--- config.mk ---
export PLATFORM = sky130hd
export DESIGN_NAME = aes_spi_ctrl
export DESIGN_NICKNAME = d
export VERILOG_FILES = /design/src/rtl/aes_spi_ctrl.sv
export SDC_FILE = /design/constraint.sdc
export NUM_CORES = 1
export LEC_CHECK = 0
export ABC_CLOCK_PERIOD_IN_PS = 38000
export CAP_MARGIN = 40
export CORE_MARGIN = 5
export CORE_UTILIZATION = 35
export DETAILED_ROUTE_END_ITERATION = 16
export GPL_TIMING_DRIVEN = 0
export SKIP_LAST_GASP = 1
export SLEW_MARGIN = 0
export SYNTH_ARGS = -nofsm -noshare
export SYNTH_HDL_FRONTEND = slang
export SYNTH_SLANG_ARGS = --single-unit
--- constraint.sdc ---
create_clock -name clk -period 38 [get_ports clk]
set_clock_uncertainty 0.05 [all_clocks]
set_input_delay 5.7 -clock clk [delete_from_list [all_inputs] [get_ports clk]]
set_output_delay 5.7 -clock clk [all_outputs]
set_load 0.02 [all_outputs]
--- src/rtl/aes_spi_ctrl.sv ---
// AES SPI front-end controller.
// Collects key and data frames from a shared serial input, hands them to the
// key-expansion and cipher engines, and streams the cipher result back on miso.
module aes_spi_ctrl #(
  parameter int NK = 4,
  parameter int NR = NK + 6
) (
  input  logic               clk,
  input  logic               rst,
  input  logic               cs_data,
  input  logic               cs_key,
  input  logic               mosi,
  output logic               miso,
  output logic [NK*32-1:0]   key_out,
  output logic               key_valid,
  input  logic               kexp_done,
  output logic [127:0]       blk_out,
  output logic               mode_out,
  output logic               start,
  input  logic               core_done,
  input  logic [127:0]       core_result,
  output logic [127:0]       result,
  output logic               result_valid,
  output logic               busy,
  output logic               err
);

  localparam int KLEN = NK * 32;
  localparam int DLEN = 129;
  localparam int KCW  = $clog2(KLEN + 2);
  localparam int DCW  = $clog2(DLEN + 2);

  // Reject key sizes the expansion engine cannot handle at elaboration time.
  if (!(NK == 4 || NK == 6 || NK == 8) || NR < 1) begin : g_param_check
    $error("aes_spi_ctrl: NK must be 4, 6 or 8 and NR positive");
  end

  typedef enum logic [1:0] {IDLE, EXPAND, READY, RUN} state_e;

  state_e             state_q, state_d;
  logic [KLEN-1:0]    ksr_q, ksr_d;          // key input shift register
  logic [KCW-1:0]     kcnt_q, kcnt_d;        // key bits seen, saturating
  logic               kact_q, kact_d;        // key frame in progress
  logic               kdrop_q, kdrop_d;      // current key frame is discarded
  logic [DLEN-1:0]    dsr_q, dsr_d;          // {mode, block} input shift register
  logic [DCW-1:0]     dcnt_q, dcnt_d;
  logic               dact_q, dact_d;
  logic               ddrop_q, ddrop_d;
  logic [127:0]       osr_q, osr_d;          // result output shift register
  logic [KLEN-1:0]    key_out_q, key_out_d;
  logic               key_valid_q, key_valid_d;
  logic [127:0]       blk_q, blk_d;
  logic               mode_q, mode_d;
  logic               start_q, start_d;
  logic [127:0]       result_q, result_d;
  logic               rvalid_q, rvalid_d;
  logic               err_q, err_d;

  logic busy_w;
  assign busy_w = (state_q == EXPAND) || (state_q == RUN);

  // Next-state logic for the FSM, both frame channels and all output registers.
  always_comb begin
    logic k_drop_now;
    logic d_drop_now;
    // NOTE: every variable gets a default before any branch, so no path can
    // leave one unassigned and infer a latch.
    state_d     = state_q;
    ksr_d       = ksr_q;
    kcnt_d      = kcnt_q;
    kact_d      = kact_q;
    kdrop_d     = kdrop_q;
    dsr_d       = dsr_q;
    dcnt_d      = dcnt_q;
    dact_d      = dact_q;
    ddrop_d     = ddrop_q;
    osr_d       = osr_q;
    key_out_d   = key_out_q;
    key_valid_d = 1'b0;
    blk_d       = blk_q;
    mode_d      = mode_q;
    start_d     = 1'b0;
    result_d    = result_q;
    rvalid_d    = rvalid_q;
    err_d       = err_q;
    k_drop_now  = 1'b0;
    d_drop_now  = 1'b0;

    // Overlapping selects corrupt both frames on the shared mosi line.
    if (!cs_key && !cs_data) err_d = 1'b1;

    // Key channel: a frame opened while busy, or hit by an overlap, is dropped.
    if (!cs_key) begin
      k_drop_now = (kact_q ? kdrop_q : busy_w) || !cs_data;
      if (!kact_q && busy_w) err_d = 1'b1;
      kact_d  = 1'b1;
      kdrop_d = k_drop_now;
      if (!kact_q)                        kcnt_d = KCW'(1);
      else if (kcnt_q != KCW'(KLEN + 1))  kcnt_d = kcnt_q + KCW'(1);
      if (!k_drop_now) ksr_d = {ksr_q[KLEN-2:0], mosi};
    end else if (kact_q) begin
      kact_d  = 1'b0;
      kdrop_d = 1'b0;
      if (!kdrop_q) begin
        if (kcnt_q == KCW'(KLEN) && (state_q == IDLE || state_q == READY)) begin
          key_out_d   = ksr_q;
          key_valid_d = 1'b1;
          state_d     = EXPAND;
        end else begin
          err_d = 1'b1;
        end
      end
    end

    // Data channel: shifts the block in and the previous result out together.
    if (!cs_data) begin
      d_drop_now = (dact_q ? ddrop_q : busy_w) || !cs_key;
      if (!dact_q && busy_w) err_d = 1'b1;
      dact_d  = 1'b1;
      ddrop_d = d_drop_now;
      if (!dact_q)                        dcnt_d = DCW'(1);
      else if (dcnt_q != DCW'(DLEN + 1))  dcnt_d = dcnt_q + DCW'(1);
      if (!d_drop_now) dsr_d = {dsr_q[DLEN-2:0], mosi};
      osr_d = {osr_q[126:0], 1'b0};
    end else if (dact_q) begin
      dact_d  = 1'b0;
      ddrop_d = 1'b0;
      // A full readout consumes the result even if the frame is rejected.
      if (dcnt_q >= DCW'(128)) rvalid_d = 1'b0;
      if (!ddrop_q) begin
        if (dcnt_q == DCW'(DLEN) && state_q == READY) begin
          blk_d   = dsr_q[127:0];
          mode_d  = dsr_q[128];
          start_d = 1'b1;
          state_d = RUN;
        end else begin
          err_d = 1'b1;
        end
      end
    end

    // Engine handshakes; completion pulses in other states are ignored.
    case (state_q)
      EXPAND: if (kexp_done) state_d = READY;
      RUN: begin
        if (core_done) begin
          state_d  = READY;
          result_d = core_result;
          rvalid_d = 1'b1;
          osr_d    = core_result;
        end
      end
      default: ;
    endcase
  end

  // State registers; after reset both channels sit in a discarded frame until
  // their select is seen high, so a frame straddling reset release is ignored.
  always_ff @(posedge clk or posedge rst) begin
    if (rst) begin
      state_q     <= IDLE;
      ksr_q       <= '0;
      kcnt_q      <= '0;
      kact_q      <= 1'b1;
      kdrop_q     <= 1'b1;
      dsr_q       <= '0;
      dcnt_q      <= '0;
      dact_q      <= 1'b1;
      ddrop_q     <= 1'b1;
      osr_q       <= '0;
      key_out_q   <= '0;
      key_valid_q <= 1'b0;
      blk_q       <= '0;
      mode_q      <= 1'b0;
      start_q     <= 1'b0;
      result_q    <= '0;
      rvalid_q    <= 1'b0;
      err_q       <= 1'b0;
    end else begin
      // NOTE: non-blocking assignments so every register samples the values
      // from before this edge, independent of statement order.
      state_q     <= state_d;
      ksr_q       <= ksr_d;
      kcnt_q      <= kcnt_d;
      kact_q      <= kact_d;
      kdrop_q     <= kdrop_d;
      dsr_q       <= dsr_d;
      dcnt_q      <= dcnt_d;
      dact_q      <= dact_d;
      ddrop_q     <= ddrop_d;
      osr_q       <= osr_d;
      key_out_q   <= key_out_d;
      key_valid_q <= key_valid_d;
      blk_q       <= blk_d;
      mode_q      <= mode_d;
      start_q     <= start_d;
      result_q    <= result_d;
      rvalid_q    <= rvalid_d;
      err_q       <= err_d;
    end
  end

  assign miso         = !cs_data && osr_q[127];
  assign key_out      = key_out_q;
  assign key_valid    = key_valid_q;
  assign blk_out      = blk_q;
  assign mode_out     = mode_q;
  assign start        = start_q;
  assign result       = result_q;
  assign result_valid = rvalid_q;
  assign busy         = busy_w;
  assign err          = err_q;

endmodule

* After elaboration in Yosys (flattened, before gate mapping)
Cells that the tools add are included.
W data, S select, Z words.
** Word-level totals
- Register bits after elaboration :: 796
- Latch bits :: 0
- Memory bits (writable) :: 0
- Memory bits (read-only) :: 0
- Bits of input ports :: 135
- Output and inout port bits :: 391
- Logic and storage cells :: 110
- Memories kept :: 0
** Operators by class
- $add $sub $neg :: 2
- $mul :: 0
- Divide/modulo/power cells :: 0
- Order comparisons :: 1
- Eq/ne operators :: 11
- Shift operators :: 0
- Multiplexer cells :: 50
- Bitwise operators :: 6
- Reductions and logical operators :: 22
** Operator list (number)
- $mux W128 :: 3
- $mux W1 :: 32
- $mux W8 :: 4
- $mux W2 :: 10
- $add A8 B1 Y8 const B :: 2
- $eq A8 B8 Y1 const B :: 2
- $ne A8 B8 Y1 const B :: 2
- $reduce_and A2 Y1 :: 5
- $ge A8 B8 Y1 const B :: 1
- $ne A2 B1 Y1 const B :: 4
- $reduce_and A4 Y1 :: 2
- $logic_and A1 B1 Y1 :: 6
- $not A1 Y1 :: 6
- $eq A2 B2 Y1 const B :: 2
- $logic_not A1 Y1 :: 4
- $logic_or A1 B1 Y1 :: 4
- $pmux W2 S2 :: 1
- $eq A2 B1 Y1 const B :: 1
- $logic_not A2 Y1 :: 1

* Longest topological paths before layout
Gate-level depths: netlist of run 1.
- Depth in word-level cells :: 13
- Depth in mapped cells :: 8
- Mapped depth without buffers :: 5

* Worst setup path after synthesis of run 1
No wires, ideal clock.
- Path type :: input to output
- Start :: input port cs_data
- End :: output port miso
- Arrival time :: 6437 ps
- Required time :: 32250 ps
- Setup slack :: 25813 ps
- Stages on the path :: 3
- Buffers on the path :: 2
- Cell sequence :: clkbuf_1 -> clkbuf_1 -> nor2b_1
** Between the ends
- Cells in the longest elaborated chain, start to end :: 2
** RTL lines
- from (decl) :: RTL line 10 : input logic cs_data,
- $logic_not A1 Y1 :: RTL line 203 : assign miso = !cs_data && osr_q[127];
- $logic_and A1 B1 Y1 :: RTL line 203
- to (decl) :: RTL line 13 : output logic miso,
Every way passes these cells.

* Worst setup path in the final report of run 1
Same ends and word-level chain as after synthesis.

==> run metrics, run 1 <==
Worst Path Required=32.25 ns; Die H=306.9 um; final setup fails=0; final hold vios=0; Warnings, synthesis=0; Iteration-0 DRC Markers=898; Via density=4.737; first-pass detailed-route iteration total=5; Final Routed Wirelength=78390 um; clock buffer count from CTS=86; area share of the largest cell type after synthesis=64.25%; Clock Path Buffers=3; DRT antenna net count=0; max frequency=76.78 MHz; Net Switching=0.0003957 W; DP HPWL=57640 um; maximum number of pins on one net before global-route repair=133; Clock power frac=48.1%; Tmin final=13.02 ns; register area share after synthesis=64.59%; DRC errors left=0; Die Width=306.9 um; TritonCTS clock tree=done; final slew viol count=0; Hold Startpoint=result[25]; slew margin rel.=44.08%; internal power=0.001436 W; vias in the first global route=20.66k; post-CTS sizing=0; post-synthesis cell type count=46; Hold WC Path Type=reg2reg; root buffer cell=clkbuf_16; count of state elements after synthesis=796; Worst setup SP type=input pin; number of setup buffers added after CTS=0; CP Max Fanout=10; Clock Pin Slew Worst Setup and Hold Paths=0.06 ns; total congestion overflow=0; fin area=0.04080 mm2; status=complete, no violations; first-pass GRT wire length=122900 um; Net Count, Synth=2326; asr flop ratio synth=100.0%; top post-synthesis cells by count=dfrtp_1 (792), mux2_2 (407), nand2_1 (393); Setup crit start=cs_data; Worst Path Arrival=7.27 ns; Least-Margin Pin Slew=0.8388 ns; FF-to-FF Start=state_q[0]; all-layer global routing usage=16.34%; ratio of total power to cell area=44.90 mW/mm2; max cap viols=0; Synth area leaders=dfrtp_1 (64%), mux2_2 (15%), mux2_4 (5.3%), nand2_1 (4.8%), mux2i_1 (4.3%); Hold Slack=0.4251 ns; synth-to-layout area growth=32.26%; Flop pwr share=47.8%; most common cell in the synthesized netlist=dfrtp_1; Sw Ratio=21.60%; CP Capture Type=primary output; RSZ-0062 raised after global routing=false; WL/cell=19.41 um; DP Area=0.03773 mm2; leakage=20.47 nW; initial antenna violation count=13; biggest area consumer among synthesized cells=dfrtp_1; WS Path Type=in2out; Cell Rows=108; Final nets=2946; layout cells sized above 1=24.93%; CTS sink cnt=796; TNS Setup=0 ns; maximum vdd drop=0.03110 mV; # IOs=526; EDFF count, synth=0; initial core utilization=35.39%; Syn Area/Cell=14.12 um2; placeable core area=0.08716 mm2; hold-fix buffers at CTS=0; Die ar.=0.09417 mm2; H-tree levels=3; RePlAce Congestion=0.8588; final clock period utilization by the worst path=34.27%; latest clock arrival within the worst-skew pair=0.63 ns; via count=19.13k; Synth Cell Area=0.03085 mm2; Top FF cell, synth=dfrtp_1; Gate power share=4.1%; cells after synthesis=2184; port bufs=524
==> worst max-delay path, stage by stage <==
cell and delay, ns:
clkbuf_1 0.29, clkbuf_1 0.53, nor2b_1 0.12, clkdlybuf4s50_1 0.62
==> path summary, 6_finish.rpt <==
| path | to | cells after the start | slack, ns |
|---|---|---|---|
| max | miso | 4 | 24.98 |
| min | result[25] | 2 | 0.43 |
| max reg2reg | osr_q[121] | 8 | 34.63 |
| min reg2reg | result[25] | 2 | 0.43 |
| max in group asynchronous | result[105] | 5 | 30.14 |
| min in group asynchronous | blk_out[22] | 2 | 5.57 |
==> kinds of logic (layout without fill, tap and decap cells) <==
group / after synthesis / after routing / synth area share (%)
other: 0 / 11 / 0
multiplexers: 649 / 649 / 24.48
flip-flops: 796 / 796 / 64.59
AO/OA/AOI/OAI: 156 / 156 / 2.750
adder cells (fa/ha/maj): 7 / 7 / 0.2839
XOR/XNOR: 2 / 2 / 0.05680
buffers and inverters: 129 / 817 / 1.971
AND/OR/NAND/NOR: 445 / 445 / 5.865
==> layer usage <==
| metal | vias up | share of wire, % | track usage, % |
|---|---|---|---|
| met1 | 9725 | 41 | 20.45 |
| met2 | 489 | 48 | 26.85 |
| met5 | - | 0 | 0 |
| met4 | 0 | 3.7 | 6.884 |
| li1 | 8778 | - | - |
| met3 | 138 | 6.6 | 4.515 |
==> placed cells by master (no fill, tap or decap), drive strengths merged, types with 2 or more instances in the layout <==
cell type,n
mux2i,133
dfrtp,792
bufinv,11
a211oi,2
nand2,393
o21ai,130
a211o,2
a21oi,5
a31o,2
clkdlybuf4s50,524
ha,7
or4,4
nand2b,6
a21boi,2
nor2,6
nand4b,2
inv,13
clkbuf,193
clkinvlp,2
mux2,516
diode,11
and3b,4
nor2b,2
or3,3
dfstp,4
o211ai,4
nand3,12
clkinv,20
nor4,4
buf,54
a22o,4
nor3,2
xor2,2
==> sequential cells by signal, indices dropped and copies added (netlist names) <==
| signal | flops |
|---|---|
| result_valid | 1 |
| ddrop_q | 1 |
| dsr_q | 129 |
| key_valid | 1 |
| mode_out | 1 |
| kact_q | 1 |
| dcnt_q | 8 |
| start | 1 |
| err | 1 |
| osr_q | 128 |
| ksr_q | 128 |
| state_q | 2 |
| kdrop_q | 1 |
| key_out | 128 |
| result | 128 |
| blk_out | 128 |
| dact_q | 1 |
| kcnt_q | 8 |
==> power groups by stage <==
stage	Clock, W	Combinational (W)	Sequential (W)
after floorplan	0	0.0000475	0.000888
after global routing	0.000946	0.0000830	0.000878
after detailed placement	0	0.0000763	0.000891
final	0.000882	0.0000744	0.000876
after CTS	0.000911	0.0000767	0.000876
after global placement	0	0.0000716	0.000892
==> through the flow <==
step	utilization [%]	power [W]	setup WS, ns	cells
floorplan	-	0.0009352	9.905	2184
global placement	43.07	0.0009638	2.029	3863
detailed placement	43.29	0.0009677	24.96	3871
CTS	46.78	0.001864	24.95	4027
global route	46.80	0.001907	24.83	4036
finish	46.81	0.001832	24.98	4038
==> layout make-up <==
type,count,area [um2]
multi-input combinational,1259,10310
clock buffer,120,2501
fill,7756,46360
inverter,10,45.04
tap,1155,1445
buffer,119,570.5
timing repair buffer,532,5436
sequential,796,19920
clock inverter,36,534.3
antenna,11,27.53
(Power assumes the default switching activity.)
==> run 2, diff against run 1 <==
- ABC_CLOCK_PERIOD_IN_PS: 38000 -> 10700
- clock period: 38 -> 10.7 ns (I/O delays scaled with it)
==> run 2 against run 1 <==
Core utilization up 0.39 points. Clock-buffer cell count is 9 higher. Setup slack lost 19 ns. Via count increased by 0.31%. Non-clock buffer count increased by 17. Die area did not move. Combinational power grew to 3.7 times the previous value. First-iteration DRC count rose by 2.3%.
==> run metrics, run 2 (synthesis gave the netlist of run 1 again) <==
max frequency=204.4 MHz; total congestion overflow=0 (unchanged); CTS sink cnt=796 (unchanged); clock buffer count from CTS=88 (+2.3%); maximum number of pins on one net before global-route repair=42 (-68%); Clock Pin Slew Worst Setup and Hold Paths=0.05 ns (about the same); maximum vdd drop=0.1272 mV (+310%); all-layer global routing usage=16.77% (+0.43 points); Die H=306.9 um (unchanged); Placed Instances=3888 (+0.44%); placeable core area=0.08716 mm2 (unchanged); number of setup buffers added after CTS=0 (unchanged); CP Max Fanout=10 (unchanged); Die ar.=0.09417 mm2 (unchanged); Worst Path Required=9.05 ns (-23.20 ns); WS Path Type=in2out; TritonCTS clock tree=done; crit path cell chain=clkbuf_1, clkbuf_1, nor2b_1, clkdlybuf4s50_1; final clock period utilization by the worst path=45.73%; Final Routed Wirelength=80150 um (+2.2%); Iteration-0 DRC Markers=919 (+2.3%); Tmin final=4.893 ns; Cell Rows=108 (unchanged); non-filler cells, final=4050 (+0.30%); first-pass GRT wire length=124800 um (+1.6%); Final nets=2965 (+0.64%); largest delay contributor family on the critical path=buffers and inverters; final slew viol count=0 (unchanged); WL/cell=19.79 um (+1.9%); Worst Path Arrival=3.24 ns (-4.03 ns); leakage=20.63 nW (+0.77%); most frequent cells in the layout=dfrtp_1 (792), clkdlybuf4s50_1 (524), mux2_2 (407), nand2_1 (393), mux2i_1 (133); DRT antenna net count=0 (unchanged); H-tree levels=3 (unchanged); CP Capture Type=primary output; Least-Margin Pin Slew=0.9291 ns (+0.09024 ns); layout cells sized above 1=25.35% (+0.42 points); synth-to-layout area growth=33.38%; commonest non-fill, non-tap cell in the layout=dfrtp_1; delay of the slowest critical-path stage=0.63 ns (about the same); Die Width=306.9 um (unchanged); CP dominant cell by count=clkbuf_1; final setup fails=0 (unchanged); ratio of total power to cell area=159.6 mW/mm2 (+260%); vias in the first global route=20.66k (-0.0048%); post-CTS sizing=0 (unchanged); final hold vios=0 (unchanged); initial antenna violation count=5 (-8); first-pass detailed-route iteration total=5 (unchanged); max reg flops=129 (unchanged); DP HPWL=60290 um (+4.6%); max cap viols=0 (unchanged); Via density=4.738 (about the same); most flop-heavy register=dsr_q; status=complete, no violations; hold-fix buffers at CTS=0 (unchanged); CP max stage cell=clkdlybuf4s50_1; DP Area=0.03802 mm2 (+0.76%); root buffer cell=clkbuf_16; initial core utilization=35.39% (unchanged); Hold WC Path Type=reg2reg; Buf/Inv on CP=3 (unchanged); # IOs=526 (unchanged); pre-CTS setup slack=5.782 ns (-19.18 ns); port bufs=524 (unchanged); via count=19.19k (+0.31%); latest clock arrival within the worst-skew pair=0.63 ns (about the same); RSZ-0062 raised after global routing=false; TNS Setup=0 ns (unchanged); Worst setup SP type=input pin; slew margin rel.=38.06% (-6.0 points); fin worst setup slack=5.807 ns (-19.17 ns); DRC errors left=0 (unchanged); total power=0.006565 W (+260%); RePlAce Congestion=0.8300 (-3.4%); Clock Path Buffers=3 (unchanged); fin area=0.04114 mm2 (+0.84%); fillers=7687 (-0.89%)
[run 2: changes by cell type in the layout (fill, tap and decap cells not counted), sizes merged]
cell / before / now
clkbuf: 193 / 202
clkinv: 20 / 14
bufinv: 11 / 9
buf: 54 / 71
diode: 11 / 4
clkinvlp: 2 / 3
[run 2: routing by layer]
layer / routed length (um) / track usage, %
met5: 11 / 0
met4: 2795 / 6.113
met3: 4390 / 4.040
met2: 40010 / 28.60
met1: 32950 / 20.87
[run 2: where the power goes]
part	leakage, nW	internal (W)	switching (W)
clock network	1.52	0.00193	0.00125
logic	8.05	0.000141	0.000137
registers	11.1	0.00306	0.0000426
total	20.6	0.00514	0.00143
[run 2: tightest hold or removal path: cells and delay by family, from the launching register on]
family	cells	cell delay, ns
flops	1	0.34
simple gates	2	0.10
[run 2: final timing paths]
| check | cells after the start | start | slack [ns] | endpoint |
|---|---|---|---|---|
| hold reg to reg | 2 | result[74] | 0.43 | result[74] |
| setup reg to reg | 8 | state_q[0] | 7.22 | osr_q[116] |
| setup / recovery | 4 | cs_data | 5.81 | miso |
| hold / removal | 2 | result[74] | 0.43 | result[74] |
| max in group asynchronous | 10 | rst | 7.13 | key_out[29] |
| min in group asynchronous | 2 | rst | 1.19 | result[117] |
[run 2: final cells by class]
| type | count | area [um2] | share of cell area [%] |
|---|---|---|---|
| diodes | 4 | 10.01 | 0.02433 |
| plain buffers | 119 | 570.5 | 1.387 |
| clock buffers | 129 | 2628 | 6.387 |
| clock inverters | 29 | 480.5 | 1.168 |
| inverters | 10 | 41.29 | 0.1004 |
| multi-input cells | 1259 | 10310 | 25.07 |
| flip-flops and latches | 796 | 19920 | 48.43 |
| well taps | 1155 | 1445 | 3.513 |
| repair buffers | 549 | 5728 | 13.92 |
[run 2: stage by stage]
| step | utilization (%) | hold slack (ns) |
|---|---|---|
| 2_1_floorplan | - | 0.4237 |
| 3_3_place_gp | 43.07 | 0.4096 |
| 3_5_place_dp | 43.62 | 0.4143 |
| 4_1_cts | 47.19 | 0.4295 |
| 5_1_grt | 47.20 | 0.4403 |
| 6_report | 47.20 | 0.4275 |
